$ cat src/rtl/corelet_ctrl.sv
// Corelet sequencer: steps one tile pass through weight load, kernel load,
// activation load, execute, drain and readout, decoding the instruction word.
module corelet_ctrl #(
   parameter int row = 8,
   parameter int col = 8
) (
   input  logic        clk,
   input  logic        reset,
   input  logic        start,
   input  logic        mode,
   input  logic        acc_en,
   input  logic [7:0]  n_act,
   input  logic        l0_full,
   input  logic        ofifo_valid,
   output logic [34:0] inst,
   output logic        busy,
   output logic        done
);

   typedef enum logic [3:0] {
      IDLE, WLOAD, KLOAD, KWAIT, ALOAD, EXEC, DRAIN, RDOUT, DONE
   } state_e;

   localparam logic [7:0] COL_M1 = 8'(col - 1);
   localparam logic [7:0] ROW_M1 = 8'(row - 1);

   state_e     state_q;
   logic [7:0] cnt_q;
   logic       mode_q;
   logic       acc_q;
   logic [7:0] nact_q;
   logic [7:0] nact_m1;

   assign nact_m1 = nact_q - 8'd1;

   always_ff @(posedge clk or posedge reset) begin
      if (reset) begin
         state_q <= IDLE;
         cnt_q   <= '0;
         mode_q  <= 1'b0;
         acc_q   <= 1'b0;
         nact_q  <= '0;
      end else begin
         case (state_q)
            IDLE: if (start && n_act != 8'd0) begin
               mode_q  <= mode;
               acc_q   <= acc_en;
               nact_q  <= n_act;
               cnt_q   <= '0;
               state_q <= WLOAD;
            end
            WLOAD: if (!l0_full) begin
               if (cnt_q == COL_M1) begin
                  cnt_q   <= '0;
                  state_q <= KLOAD;
               end else cnt_q <= cnt_q + 8'd1;
            end
            KLOAD: if (cnt_q == COL_M1) begin
               cnt_q   <= '0;
               state_q <= KWAIT;
            end else cnt_q <= cnt_q + 8'd1;
            KWAIT: if (cnt_q == ROW_M1) begin
               cnt_q   <= '0;
               state_q <= ALOAD;
            end else cnt_q <= cnt_q + 8'd1;
            ALOAD: if (!l0_full) begin
               if (cnt_q == nact_m1) begin
                  cnt_q   <= '0;
                  state_q <= EXEC;
               end else cnt_q <= cnt_q + 8'd1;
            end
            EXEC: if (cnt_q == nact_m1) begin
               cnt_q   <= '0;
               state_q <= DRAIN;
            end else cnt_q <= cnt_q + 8'd1;
            // Drain waits indefinitely for the first complete output row.
            DRAIN: if (ofifo_valid) begin
               cnt_q   <= '0;
               state_q <= RDOUT;
            end
            RDOUT: if (ofifo_valid) begin
               if (cnt_q == nact_m1) begin
                  cnt_q   <= '0;
                  state_q <= DONE;
               end else cnt_q <= cnt_q + 8'd1;
            end
            DONE: begin
               cnt_q   <= '0;
               state_q <= IDLE;
            end
            default: begin
               cnt_q   <= '0;
               state_q <= IDLE;
            end
         endcase
      end
   end

   always_comb begin
      inst = '0;
      busy = (state_q != IDLE);
      done = (state_q == DONE);
      if (busy) inst[34] = mode_q;
      case (state_q)
         WLOAD: begin
            if (mode_q) inst[4] = !l0_full;
            else        inst[2] = !l0_full;
         end
         KLOAD: begin
            if (mode_q) inst[5] = 1'b1;
            else begin
               inst[3] = 1'b1;
               inst[0] = 1'b1;
            end
         end
         ALOAD: inst[2] = !l0_full;
         EXEC: begin
            inst[3] = 1'b1;
            inst[1] = 1'b1;
         end
         RDOUT: begin
            inst[6]  = ofifo_valid;
            inst[33] = ofifo_valid & acc_q;
         end
         default: ;
      endcase
   end

endmodule

$ cat config.mk
export PLATFORM = sky130hd
export DESIGN_NAME = corelet_ctrl
export DESIGN_NICKNAME = d
export VERILOG_FILES = /design/src/rtl/corelet_ctrl.sv
export SDC_FILE = /design/constraint.sdc
export NUM_CORES = 1
export LEC_CHECK = 0
export ABC_AREA = 1
export ABC_CLOCK_PERIOD_IN_PS = 1700
export BUFFER_PORTS_ARGS = -buffer_cell sky130_fd_sc_hd__buf_4
export CAP_MARGIN = 20
export CORE_ASPECT_RATIO = 0.8
export CORE_MARGIN = 2
export CORE_UTILIZATION = 52
export DETAILED_ROUTE_END_ITERATION = 6
export GPL_TIMING_DRIVEN = 0
export PLACE_DENSITY_LB_ADDON = 0.05
export SLEW_MARGIN = 25
export SYNTH_ARGS = -nofsm -noshare
export SYNTH_HDL_FRONTEND = slang
export SYNTH_SLANG_ARGS = --single-unit
$ cat constraint.sdc
create_clock -name clk -period 1.7 [get_ports clk]
set_input_delay 0.085 -clock clk [delete_from_list [all_inputs] [get_ports clk]]
set_output_delay 0.085 -clock clk [all_outputs]
set_load 0.01 [all_outputs]
Word level (Yosys, flattened, before mapping)

Index checks and enable logic that the tools add are counted.

Equality and inequality tests: 21
Add/sub/neg operators: 2
Bitwise operators: 1
Muxes and demuxes: 33
Reductions and logical operators: 9

Operator list:

| kind                                                                | number |
|---|---|
| 8-bit 2-to-1 mux                                                    | 7 |
| 8-bit case mux with 7 select lines                                  | 1 |
| 4-bit 2-to-1 mux                                                    | 11 |
| 4-bit case mux with 8 select lines                                  | 1 |
| 2-bit != test (second input constant)                               | 11 |
| 4-bit by 3-bit == test with 1-bit output (second input constant)    | 4 |
| 1-bit 2-to-1 mux                                                    | 11 |
| 11-bit AND reduction                                                | 1 |
| 8-bit by 1-bit adder with 8-bit output (second input constant)      | 1 |
| 4-bit by 2-bit == test with 1-bit output (second input constant)    | 2 |
| 8-bit by 3-bit == test with 1-bit output (second input constant)    | 1 |
| 8-bit == test                                                       | 1 |
| 8-bit nonzero test                                                  | 1 |
| 8-bit by 1-bit subtractor with 8-bit output (second input constant) | 1 |
| 5-bit AND reduction                                                 | 1 |
| 4-bit by 1-bit == test with 1-bit output (second input constant)    | 1 |
| 4-bit == test (second input constant)                               | 1 |
| 4-bit logical NOT                                                   | 1 |
| 1-bit case mux with 2 select lines                                  | 2 |
| 4-bit nonzero test                                                  | 1 |
| 2-bit AND reduction                                                 | 1 |
| 2-bit OR reduction                                                  | 1 |
| 1-bit AND                                                           | 1 |
| 1-bit logical AND                                                   | 1 |
| 1-bit logical NOT                                                   | 1 |

Input port bits: 15
Output and inout bits: 37
Logic and storage cells: 71
Flip-flop bits (word level): 22

Logic depth before layout (Yosys ltp)

Depth after elaboration: 5
Gate-level depth with buffers: 14
Depth with buffers taken out: 14

Worst setup path before layout

No wires, ideal clock.

Kind: register -> register
Start: register nact_q[0]
End: register cnt_q[0]
Data required time: 1.584 ns
Cell stages (with the launch flop): 14
Period minus slack after synthesis: 1.568 ns
Setup time: 0.116 ns
Arrival time: 1.451 ns
Path buffers: 0
Setup slack: 0.132 ns
Cells stage by stage: dfrtp_1 inv_2 ha_1 inv_1 nand2_1 nand2_1 nor2_1 nand3_1 a21oi_1 nand3_1 nand2_2 nand2_2 nand2_1 nand2_1

Cells in the longest elaborated chain, start to end: 5
Elaborated cells on any way between the ends: 6
Those cells by class: 1 x add/sub; 1 x eq/ne; 4 x mux

RTL lines:

| what                                          | line       | text |
|---|---|---|
| start, declared                               | 31         | `logic [7:0] nact_q;` |
| start signal, assigned                        | 48         | `nact_q <= n_act;` |
| 8-bit by 1-bit subtractor with 8-bit output * | 34         | `assign nact_m1 = nact_q - 8'd1;` |
| 8-bit == test *                               | 67, 72, 82 |  |
| 8-bit 2-to-1 mux *                            | 67, 72, 82 |  |
| 8-bit 2-to-1 mux (on tied branches)           | 81, 66     |  |
| 8-bit case mux with 7 select lines *          | 44         | `case (state_q)` |
| end signal, assigned                          | 70         | `end else cnt_q <= cnt_q + 8'd1;` |
| end signal, assigned                          | 75         | `end else cnt_q <= cnt_q + 8'd1;` |
| end signal, assigned                          | 85         | `end else cnt_q <= cnt_q + 8'd1;` |
| end, declared                                 | 28         | `logic [7:0] cnt_q;` |

Mark *: on every way between the ends. The rest lies on a longest branch, timed or not. The select of a mux whose other input is x is not followed.
A chain may end at the register's enable or synchronous reset.

Worst setup path after layout

Start: register cnt_q[0]
End: register state_q[0]

Cells in the longest elaborated chain, start to end: 3
Elaborated cells on any way between the ends: 9
Those cells by class: 8 x eq/ne; 1 x reduce/logical

RTL lines:

| what                                                                      | line | text |
|---|---|---|
| start signal, assigned                                                    | 56   | `end else cnt_q <= cnt_q + 8'd1;` |
| start signal, assigned                                                    | 61   | `end else cnt_q <= cnt_q + 8'd1;` |
| start signal, assigned                                                    | 65   | `end else cnt_q <= cnt_q + 8'd1;` |
| 8-bit == test or 8-bit by 3-bit == test with 1-bit output (tied branches) | -    |  |
| 2-bit != test (no line)                                                   | -    |  |
| 11-bit AND reduction (no line) *                                          | -    |  |
| end signal, assigned                                                      | 69   | `state_q <= EXEC;` |
| end signal, assigned                                                      | 74   | `state_q <= DRAIN;` |
| end signal, assigned                                                      | 84   | `state_q <= DONE;` |
| end, declared                                                             | 27   | `state_e state_q;` |

Mark *: on every way between the ends. The rest lies on a longest branch, timed or not.

==> flow_metrics.py <==
metrics = {
    "floorplan": {
        "die_area_um2": 3980,
        "ios": 52,
        "start_util": 0.538,
        "fp.dieH_um": 56.9,
        "die_w_um": 70.1,
        "rows": 19,
        "design.core.area_um2": 3380,
    },
    "placed_design": {
        "place_inst": 370,
        "dpl_cell_area_um2": 2150,
        "gp_congestion": 0.895,
        "pre_cts_ws_ns": -0.121,
        "dp_hpwl_um": 3010,
        "io_buffers": 25,
    },
    "logic_synthesis": {
        "synth_edf_count": 0,
        "synth_cells": 278,
        "yosysSeqAreaShare": 0.303,
        "synth_top_area_share": 0.303,
        "ys_seq_elements": 22,
        "yosysMostFrequentCell": "nand2_1",
        "ys_async_sr_fraction": 1.00,
        "yosysTopAreaCell": "dfrtp_1",
        "syn_avg_cell_area_um2": 6.53,
        "yosysWarnings": 0,
        "synth.distinct_cells": 30,
        "synth_common_cells": "73 x nand2_1, 37 x inv_1, 31 x nor2_1",
        "synth_area_leaders": "dfrtp_1 30%, nand2_1 15%, buf_4 11%",
        "synth-main-ff-cell": "dfrtp_1",
        "syn-cell-area_um2": 1820,
    },
    "grt": {
        "grt_overflow_total": 0,
        "first_global_vias": 1554,
        "antenna_found_initial": 0,
        "grt_max_degree": 23,
        "grt_pass1_wl_um": 6700,
        "track_usage": 0.207,
    },
    "power_and_ir_drop": {
        "power.density_nw_per_um2": 1540,
        "finalPower_mw": 3.58,
        "ir_drop_mv": 1.07,
        "p_leak_nw": 1.32,
    },
    "critical_path": {
        "required_ns": 1.87,
        "worstPathArrival_ns": 1.87,
        "startpoint": "cnt_q[0]",
        "crit_chain": "ha_1, nand3_1, nor4_1, nor2_2, nor2_4, nand2_4, nand2_2, nand2_1",
        "reg2reg_to": "state_q[0]",
        "crit_path_top_delay_cell": "dfrtp_1",
        "crit_type": "flop to flop",
        "critical-path-top-delay-family": "simple AND/OR/NAND/NOR gates",
        "cp_slowest_stage_delay_ns": 0.46,
        "critPathCaptureType": "flop",
        "crit_buf_inv": 0,
        "crit_path_start_kind": "flop",
        "reg2reg_from": "cnt_q[0]",
        "path_max_fanout": 6,
        "r2r_cells": 8,
        "path_depth": 8,
        "critPathCapture": "state_q[0]",
        "rrSetupSlack_ns": -0.005,
    },
    "cts": {
        "cts_tree": "done",
        "cts.clk_slew.worst_paths_ns": 0.09,
        "worstSkewPairLatency_ns": 0.27,
        "cts.sinks": 22,
        "ctsLongestPathBuffers": 2,
        "cts_made_buffers": 3,
        "ctsHoldBuffers": 0,
        "root_buffer": "clkbuf_8",
        "cts-htree-levels": 1,
    },
    "sta": {
        "post-route-period-util": 1.00,
        "layout_min_cycle_time_ns": 1.71,
        "fin_skew_ns": 0.00402,
        "setup_viol": 2,
        "fin_ws_ns": -0.00504,
        "max_freq_ghz": 0.586,
        "finalHoldViolCount": 22,
        "slew_headroom": 0.430,
        "slew_violations": 0,
        "rsz0062_at_grt": "true",
        "worst_pin_slew_ns": 0.854,
        "hold_ws_ns": -0.0149,
        "fin_tns_setup_ns": -0.00979,
    },
    "routing": {
        "avgViaCountPerCell": 4.49,
        "dr.pass1.iters": 4,
        "avgRoutedWirePerCell_um": 10.2,
        "drt_iter0_drc": 53,
        "routed_wl_um": 3840,
        "drc": 0,
        "vias": 1698,
        "ant_nets": 0,
    },
    "layout": {
        "area_growth_pct": 28.0,
        "instances_no_fill": 378,
        "fin_area_um2": 2320,
        "fillers": 312,
        "layout-drive-gt1-share": 0.304,
        "diodes": 0,
        "nNetsFinal": 354,
    },
    "job": {
        "drv_cap": 0,
    },
    "outcome": {
        "violations": "hold timing, setup timing",
        "outcome": "finished, violations left",
    },
    "min_path": {
        "hold_class": "primary input to asynchronous set/reset pin",
    },
}
-- power by group --
part	total, mW	internal, mW	switching, mW
Clock	0.499	0.315	0.184
Sequential	0.928	0.701	0.227
Combinational	2.15	0.858	1.29
-- worst min path at each step --
stage,startpoint,endpoint,slack (ns),depth (start not counted)
after global routing,mode,mode_q,0.06,3
after CTS,reset,acc_q,0.03,2
final,reset,acc_q,-0.01,2
after floorplan,reset,acc_q,0.07,1
after global placement,reset,acc_q,0.32,2
after detailed placement,reset,acc_q,0.32,2
-- per-layer routing --
metal	wire length, um	part of all wire	GRT usage
met1	1960	0.51	0.297
met5	0	0	0
met4	13	0.0034	0.0275
met2	1650	0.43	0.336
met3	214	0.056	0.0359
-- flip-flops by register name, indices dropped and copies added, names as in the netlist --
register	count
mode_q	1
acc_q	1
state_q	4
cnt_q	8
nact_q	8
-- layout make-up --
| cell class | instances | area [um2] | area share |
|---|---|---|---|
| multi-input combinational | 206 | 1050 | 0.450 |
| sequential | 22 | 552 | 0.237 |
| buffer | 31 | 219 | 0.0942 |
| timing repair buffer | 29 | 218 | 0.0936 |
| inverter | 44 | 165 | 0.0710 |
| tap | 42 | 52.6 | 0.0226 |
| clock buffer | 3 | 41.3 | 0.0178 |
| clock inverter | 1 | 30.0 | 0.0129 |
-- logic make-up after synthesis --
group / Yosys count / synth area share
AOI/OAI and AO/OA: 20 / 0.0669
other: 1 / 0.00207
buffers and inverters: 75 / 0.212
xor gates and xnor gates: 7 / 0.0338
and+or+nand+nor: 151 / 0.369
DFF: 22 / 0.303
adders and majority gates: 2 / 0.0138
-- per-stage QoR --
step	hold slack, ns	util
after global placement	0.320	0.637
after detailed placement	0.321	0.637
after CTS	0.0250	0.678
final	-0.0149	0.689
after global routing	0.0550	0.689
after floorplan	0.0742	-
-- timing repair --
item	CTS	global route
setup buffers	4	0
endpoints found under the setup margin	11	17
resized for setup	8	13
pin swaps	3	3
-- cells in the final DEF, fill, tap and decap left out, types with 2 or more instances in the layout --
cell and instances:
a21oi_1 2, a21oi_2 3, buf_2 3, buf_4 55, clkbuf_8 3, conb_1 26, dfrtp_1 21, inv_1 35
inv_2 9, nand2_1 66, nand2_2 10, nand2_4 3, nand3_1 19, nand3_2 2, nand4_1 4, nor2_1 29
nor2_2 4, nor2_4 3, nor3_1 7, o21ai_0 3, o21ai_1 10, xnor2_1 2, xor2_1 5
(Power assumes the default switching activity.)
